File: src/rtl/loadstore.sv
// Load/store stage: passes ALU results through to write-back or runs one
// pipelined Wishbone transfer with byte-lane alignment and load extension.
module loadstore (
  input  logic        clk_i,
  input  logic        rst_i,
  input  logic        input_valid_i,
  output logic        input_ready_o,
  input  logic [31:0] result_i,
  input  logic        enable_i,
  input  logic        write_i,
  input  logic [2:0]  func3_i,
  input  logic [31:0] write_data_i,
  input  logic        reg_write_i,
  input  logic [4:0]  reg_addr_i,
  output logic        output_valid_o,
  output logic        reg_write_o,
  output logic [4:0]  reg_addr_o,
  output logic [31:0] reg_data_o,
  output logic [31:0] wb_adr_o,
  output logic [31:0] wb_dat_o,
  input  logic [31:0] wb_dat_i,
  output logic [3:0]  wb_sel_o,
  output logic        wb_we_o,
  output logic        wb_stb_o,
  output logic        wb_cyc_o,
  input  logic        wb_ack_i,
  input  logic        wb_stall_i
);

  localparam logic [2:0] FUNC3_LB  = 3'b000;
  localparam logic [2:0] FUNC3_LH  = 3'b001;
  localparam logic [2:0] FUNC3_LW  = 3'b010;
  localparam logic [2:0] FUNC3_LBU = 3'b100;
  localparam logic [2:0] FUNC3_LHU = 3'b101;
  localparam logic [2:0] FUNC3_SB  = 3'b000;
  localparam logic [2:0] FUNC3_SH  = 3'b001;
  localparam logic [2:0] FUNC3_SW  = 3'b010;

  typedef enum logic [1:0] {IDLE, REQUEST, WAIT_ACK} state_e;
  typedef enum logic [1:0] {SZ_BYTE, SZ_HALF, SZ_WORD} size_e;

  // Unknown func3 codes fall back to a full-word access.
  function automatic size_e access_size(input logic we, input logic [2:0] f3);
    size_e sz;
    sz = SZ_WORD;
    if (we) begin
      case (f3)
        FUNC3_SB: sz = SZ_BYTE;
        FUNC3_SH: sz = SZ_HALF;
        FUNC3_SW: sz = SZ_WORD;
        default:  sz = SZ_WORD;
      endcase
    end else begin
      case (f3)
        FUNC3_LB, FUNC3_LBU: sz = SZ_BYTE;
        FUNC3_LH, FUNC3_LHU: sz = SZ_HALF;
        FUNC3_LW:            sz = SZ_WORD;
        default:             sz = SZ_WORD;
      endcase
    end
    return sz;
  endfunction

  function automatic logic [4:0] lane_shift(input size_e sz, input logic [1:0] off);
    case (sz)
      SZ_BYTE: return {off, 3'b000};
      SZ_HALF: return {off[1], 4'b0000};
      default: return 5'd0;
    endcase
  endfunction

  function automatic logic [3:0] lane_sel(input size_e sz, input logic [1:0] off);
    case (sz)
      SZ_BYTE: return 4'b0001 << off;
      SZ_HALF: return 4'b0011 << {off[1], 1'b0};
      default: return 4'b1111;
    endcase
  endfunction

  function automatic logic [31:0] load_extract(input logic [31:0] raw, input logic [2:0] f3,
                                               input logic [1:0] off);
    logic [31:0] lane;
    logic signed [7:0]  lane_b;
    logic signed [15:0] lane_h;
    lane   = raw >> lane_shift(access_size(1'b0, f3), off);
    lane_b = lane[7:0];
    lane_h = lane[15:0];
    case (f3)
      FUNC3_LB:  return 32'(lane_b);
      FUNC3_LH:  return 32'(lane_h);
      FUNC3_LBU: return {24'd0, lane[7:0]};
      FUNC3_LHU: return {16'd0, lane[15:0]};
      default:   return lane;
    endcase
  endfunction

  state_e      state_q, state_d;
  logic        accept, done;
  size_e       req_size;

  logic [31:0] adr_p1, dat_p1;
  logic [3:0]  sel_p1;
  logic        we_p1, rd_write_p1;
  logic [1:0]  off_p1;
  logic [2:0]  func3_p1;
  logic [4:0]  rd_addr_p1;

  logic        vld_p2, rd_write_p2;
  logic [4:0]  rd_addr_p2;
  logic [31:0] rd_data_p2;

  assign req_size = access_size(write_i, func3_i);

  always_ff @(posedge clk_i) begin
    if (rst_i) state_q <= IDLE;
    else       state_q <= state_d;
  end

  always_comb begin
    state_d       = state_q;
    input_ready_o = 1'b0;
    wb_cyc_o      = 1'b0;
    wb_stb_o      = 1'b0;
    accept        = 1'b0;
    done          = 1'b0;
    case (state_q)
      IDLE: begin
        input_ready_o = 1'b1;
        accept        = input_valid_i;
        if (input_valid_i && enable_i) state_d = REQUEST;
      end
      REQUEST: begin
        wb_cyc_o = 1'b1;
        wb_stb_o = 1'b1;
        if (!wb_stall_i) begin
          done    = wb_ack_i;
          state_d = wb_ack_i ? IDLE : WAIT_ACK;
        end
      end
      WAIT_ACK: begin
        wb_cyc_o = 1'b1;
        done     = wb_ack_i;
        if (wb_ack_i) state_d = IDLE;
      end
      default: state_d = IDLE;
    endcase
  end

  // p1: request captured on accept; p2: write-back result, one-cycle valid pulse
  always_ff @(posedge clk_i) begin
    if (rst_i) begin
      adr_p1      <= '0;
      dat_p1      <= '0;
      sel_p1      <= '0;
      we_p1       <= 1'b0;
      off_p1      <= '0;
      func3_p1    <= '0;
      rd_write_p1 <= 1'b0;
      rd_addr_p1  <= '0;
      vld_p2      <= 1'b0;
      rd_write_p2 <= 1'b0;
      rd_addr_p2  <= '0;
      rd_data_p2  <= '0;
    end else begin
      vld_p2      <= 1'b0;
      rd_write_p2 <= 1'b0;
      if (accept && enable_i) begin
        adr_p1      <= {result_i[31:2], 2'b00};
        dat_p1      <= write_data_i << lane_shift(req_size, result_i[1:0]);
        sel_p1      <= lane_sel(req_size, result_i[1:0]);
        we_p1       <= write_i;
        off_p1      <= result_i[1:0];
        func3_p1    <= func3_i;
        rd_write_p1 <= reg_write_i;
        rd_addr_p1  <= reg_addr_i;
      end else if (accept) begin
        vld_p2      <= 1'b1;
        rd_write_p2 <= reg_write_i;
        rd_addr_p2  <= reg_addr_i;
        rd_data_p2  <= result_i;
      end
      if (done) begin
        vld_p2      <= 1'b1;
        rd_write_p2 <= rd_write_p1 & ~we_p1;
        rd_addr_p2  <= rd_addr_p1;
        rd_data_p2  <= we_p1 ? 32'd0 : load_extract(wb_dat_i, func3_p1, off_p1);
      end
    end
  end

  assign wb_adr_o       = adr_p1;
  assign wb_dat_o       = dat_p1;
  assign wb_sel_o       = wb_cyc_o ? sel_p1 : 4'b0000;
  assign wb_we_o        = wb_cyc_o & we_p1;
  assign output_valid_o = vld_p2;
  assign reg_write_o    = rd_write_p2;
  assign reg_addr_o     = rd_addr_p2;
  assign reg_data_o     = rd_data_p2;

endmodule
File: config.mk
export PLATFORM = sky130hd
export DESIGN_NAME = loadstore
export DESIGN_NICKNAME = d
export VERILOG_FILES = /design/src/rtl/loadstore.sv
export SDC_FILE = /design/constraint.sdc
export NUM_CORES = 1
export LEC_CHECK = 0
export CAP_MARGIN = 20
export CORE_MARGIN = 8
export CORE_UTILIZATION = 46
export DETAILED_ROUTE_END_ITERATION = 10
export DONT_BUFFER_PORTS = 1
export GPL_ROUTABILITY_DRIVEN = 1
export PLACE_DENSITY = 0.64
export SLEW_MARGIN = 20
export SYNTH_ARGS = -nofsm -noshare
export SYNTH_HDL_FRONTEND = slang
export SYNTH_SLANG_ARGS = --single-unit
File: constraint.sdc
create_clock -name clk_i -period 2.54 [get_ports clk_i]
set_input_delay 0.508 -clock clk_i [delete_from_list [all_inputs] [get_ports clk_i]]
set_output_delay 0.508 -clock clk_i [all_outputs]
set_load 0.02 [all_outputs]
# Word-level counts from Yosys, hierarchy flattened

Index checks and enable logic that the tools add are counted.

Register bits: 119
Bits of input ports: 112
Output and inout port bits: 111
Word-level logic and storage cells: 88

Equality and inequality tests: 14
Shift operators: 4
Mux-type cells: 39
Bitwise gates (word level): 3
Reduce and logical (&&, ||, !) cells: 15

Operators with widths:

| operator            | number |
|---|---|
| $mux 32             | 4 |
| $pmux 32 s4         | 1 |
| $mux 5              | 7 |
| $shl 32x5->32       | 1 |
| $shr 32x5->32       | 1 |
| $pmux 5 s2          | 2 |
| $mux 2              | 7 |
| $eq 3x3->1 const B  | 4 |
| $pmux 2 s2          | 3 |
| $mux 1              | 11 |
| $reduce_or 2->1     | 5 |
| $ne 2x2->1 const B  | 4 |
| $pmux 4 s2          | 1 |
| $eq 2x1->1 const B  | 3 |
| $eq 3x1->1 const B  | 2 |
| $logic_not 2->1     | 3 |
| $logic_not 3->1     | 2 |
| $pmux 2 s3          | 1 |
| $mux 4              | 1 |
| $shl 1x2->4 const A | 1 |
| $shl 2x2->4 const A | 1 |
| $reduce_and 3->1    | 1 |
| $and 1x1->1         | 2 |
| $eq 2x2->1 const B  | 1 |
| other kinds (5)     | 6 |

# Depth between registers and ports, before layout

Depth after elaboration: 13
Depth in mapped cells: 8
Depth with buffers taken out: 6

# Worst setup path after synthesis

Ideal clock, no wire load.

Path type: register to register
From: register state_q[0]
To: register rd_data_p2[20], in the netlist reg_data_o[20]
Setup time: 0.059 ns
Arrival: 1.912 ns
Data required time: 2.481 ns
Setup slack: 0.569 ns
Cell stages (with the launch flop): 9
Buffers on the path: 2
Period minus slack after synthesis: 1.971 ns
Path through: dfxtp_1 > inv_1 > ha_1 > nand2_1 > a21o_1 > buf_2 > clkbuf_1 > a2111oi_0 > a21o_1

Cells in the longest elaborated chain, start to end: 5
Elaborated cells between the ends (all ways): 10

Ends and longest elaborated chain:

| element                                                            | RTL line | RTL |
|---|---|---|
| start, declared                                                    | 97       | `state_e state_q, state_d;` |
| start signal, assigned                                             | 116      | `else state_q <= state_d;` |
| parallel branches: the longest is 5 deep, another holds $eq 2x2->1 | n/a      |  |
| end signal, assigned                                               | 180      | `rd_data_p2 <= result_i;` |
| end signal, assigned                                               | 186      | `rd_data_p2 <= we_p1 ? 32'd0 : load_extract(wb_dat_i, func3_p1, off_p1);` |
| end, declared                                                      | 110      | `logic [31:0] rd_data_p2;` |

Parallel ways; which one is timed is not known.
A chain may end at the register's enable or synchronous reset.

# Worst setup path in the final report

Same ends and word-level chain as after synthesis.

==> flow_metrics.env <==
export IMPL_cts_hold_buf=0
export IMPL_ant_nets=0
export IMPL_async_flop_share=0
export IMPL_numCtsBuffers=17
export IMPL_grtUsageMet3=0.104
export IMPL_critical_path_class="reg2reg"
export IMPL_hold_viol_final=0
export IMPL_grt_pass1_wl_um=31100
export IMPL_gr_usage_met2=0.354
export IMPL_cts_setup_buffers=0
export IMPL_worst_pin_slew_ns=0.785
export IMPL_synth_edf_count=0
export IMPL_fin_crit_sh=0.900
export IMPL_min_delay_start="rst_i"
export IMPL_wl_um=20700
export IMPL_wl_per_cell_um=22.1
export IMPL_place_gp_congestion=0.841
export IMPL_fmax_mhz=437
export IMPL_ys_warnings_count=0
export IMPL_required_ns=2.90
export IMPL_numClockSinks=119
export IMPL_fp_dieArea_um2=17100
export IMPL_min_period_ns=2.29
export IMPL_min_path_type="in2reg"
export IMPL_via_per_inst=6.23
export IMPL_grt_max_degree=130
export IMPL_die_x_um=131
export IMPL_maxCapViolations=0
export IMPL_layout_drive_gt1_share=0.0921
export IMPL_hpwl_um=14600
export IMPL_syn_area_per_cell_um2=7.79
export IMPL_cts_max_level=4
export IMPL_cts_tree="done"
export IMPL_p_leak_nw=2.57
export IMPL_maxSlewHeadroom=0.476
export IMPL_fin_setup_tns_ns=0
export IMPL_antenna_found_initial=0
export IMPL_setup_viol=0
export IMPL_status="complete, no violations"
export IMPL_finalClockSkew_ns=0.00763
export IMPL_clk_pin_slew_ns=0.06
export IMPL_std_cell_rows=42
export IMPL_final_max_slew_viol_count=0
export IMPL_critPathArrivalTime_ns=2.65
export IMPL_core_area_um2=13100
export IMPL_first_global_vias=5484
export IMPL_seq_area_frac_synth=0.393
export IMPL_reg2reg_from="state_q[0]$_SDFFE_PP0P_"
export IMPL_grt_util_all_layers=0.237
export IMPL_finalPower_mw=5.30
export IMPL_cp_max_fo=18
export IMPL_vdd_ir_drop_max_mv=0.435
export IMPL_grt_most_used_layer="met2"
export IMPL_cts_resized_gates=0
export IMPL_start_kind="flip-flop"
export IMPL_drc=0
export IMPL_place_port_buffers=0
export IMPL_num_vias=5837
export IMPL_initial_core_util=0.464
export IMPL_syn_inst=779
export IMPL_synth_cell_types=54
export IMPL_yosys_most_used_dff="dfxtp_1"
export IMPL_fp_dieH_um=131
export IMPL_endpoint_kind="flip-flop"
export IMPL_io_pin_count=223
export IMPL_max_clock_path_buffers=2
export IMPL_use_met1=0.287
export IMPL_synthesis_area_um2=6070
export IMPL_grt_ovfl_total=0
export IMPL_drt_iter0_drc=529
export IMPL_syn2layout_area_growth_pct=12.5
export IMPL_cts_root_buf="clkbuf_16"
export IMPL_synth_seq_cells=119
export IMPL_power_density_nw_per_um2=776
export IMPL_clock_latency_ns=0.42
export IMPL_nFillCells=1255
export IMPL_critPathLaunch="state_q[0]$_SDFFE_PP0P_"
export IMPL_rsz0062_at_grt="no"
export IMPL_first_pass_iters=5
export IMPL_nNetsFinal=862
## cell usage in the layout (no fill, tap or decap), drive strengths merged, types with 3 or more instances in the layout
master	synthesis	layout
a2111oi	17	17
a211oi	13	13
a21boi	9	9
a21o	31	31
a21oi	60	60
a22o	8	8
a22oi	4	4
a311oi	9	9
a31oi	14	14
a32oi	8	8
and2	10	10
and3	9	9
buf	23	20
bufinv	0	4
clkbuf	49	18
clkinv	1	5
clkinvlp	0	4
dfxtp	119	119
ha	3	3
inv	23	25
mux2i	15	15
mux4	5	5
nand2	134	134
nand2b	5	5
nand3	23	23
nor2	70	70
nor2b	6	6
nor3	10	10
nor4	17	17
o21ai	49	49
o311a	7	7
or3	8	8
## cell type report
type / instances / area (um2) / area share
diodes: 1 / 2.50 / 0.000367
clock buffers: 18 / 429 / 0.0629
clock inverters: 14 / 199 / 0.0291
inverters: 24 / 90.1 / 0.0132
multi-input cells: 565 / 3310 / 0.486
flip-flops and latches: 119 / 2380 / 0.349
well taps: 176 / 220 / 0.0323
repair buffers: 20 / 188 / 0.0275
## registers in the layout, summed over array words and instances, names as in the netlist, 2 cells and up
| name | cells |
|---|---|
| state_q | 2 |
| off_p1 | 2 |
| wb_dat_o | 32 |
| reg_addr_o | 5 |
| reg_data_o | 32 |
| sel_p1 | 4 |
| rd_addr_p1 | 5 |
| func3_p1 | 3 |
| wb_adr_o | 30 |
## where the power goes
part / internal (mW) / switching (mW)
Clock: 1.65 / 0.924
Sequential: 1.98 / 0.217
Combinational: 0.220 / 0.306
## synthesized netlist by cell type (3+ instances only)
cell type | n | area [um2]
a211oi_1 | 11 | 82.6
a31oi_1 | 14 | 87.6
nand2_1 | 133 | 499
a32oi_1 | 8 | 70.1
nor2_1 | 70 | 263
buf_1 | 9 | 33.8
and2_1 | 9 | 56.3
a2111oi_0 | 16 | 140
clkbuf_1 | 49 | 184
a21oi_1 | 60 | 300
dfxtp_1 | 119 | 2380
nor3_1 | 9 | 45.0
o311a_1 | 7 | 70.1
nand3_1 | 23 | 115
a21o_1 | 31 | 233
o21ai_0 | 48 | 240
mux2i_1 | 15 | 150
inv_1 | 23 | 86.3
nor2b_1 | 6 | 37.5
nor4_1 | 16 | 100
or3_1 | 8 | 50.1
buf_2 | 9 | 45.0
buf_4 | 3 | 22.5
a311oi_1 | 9 | 78.8
a21boi_0 | 9 | 67.6
a22oi_1 | 4 | 30.0
nand2b_1 | 5 | 31.3
ha_1 | 3 | 37.5
and3_1 | 9 | 56.3
a22o_1 | 8 | 70.1
mux4_2 | 5 | 113
## cells by family (layout without fill, tap and decap cells)
logic type | count (synthesis) | in the layout | share of synthesized area
multiplexers | 22 | 22 | 0.0470
AND/OR/NAND/NOR | 300 | 300 | 0.225
flip-flops | 119 | 119 | 0.393
other | 1 | 3 | 0.000618
buffers and inverters | 96 | 76 | 0.0656
AO/OA/AOI/OAI | 238 | 238 | 0.263
adder cells (fa/ha/maj) | 3 | 3 | 0.00619
## final timing paths
check        slack (ns)                           to  cells after the start
min                0.16    wb_adr_o[13]$_SDFFE_PP0P_                      1
max                0.25  reg_data_o[20]$_SDFFE_PP0P_                      7
max reg2reg        0.25  reg_data_o[20]$_SDFFE_PP0P_                      7
min reg2reg        0.46   rd_addr_p1[1]$_SDFFE_PP0P_                      2
## per-stage QoR
step                utilization  area, um2  hold WS (ns)  cells  setup WS (ns)
floorplan                     -       6070         0.436    780          0.569
detailed placement        0.473       6190         0.445    904          0.316
global placement          0.473       6190         0.437    904          0.366
finish                    0.522       6830         0.161    937          0.253
global route              0.521       6820         0.144    936         0.0502
CTS                       0.521       6820         0.146    936          0.299
## metal layers
metal	routed length, um	vias up
li1	-	2713
met1	8190	2764
met2	9460	316
met3	2450	44
met4	594	0
met5	0	-
## worst max-delay path, cell delays in order, from the launching register on
cell	delay (ns)
dfxtp_1	0.36
inv_1	0.08
ha_1	0.32
nand2_1	0.12
a21o_1	0.36
buf_4	0.26
a2111oi_0	0.54
a21o_1	0.21
Note: power is estimated with default switching activity, not from simulation.
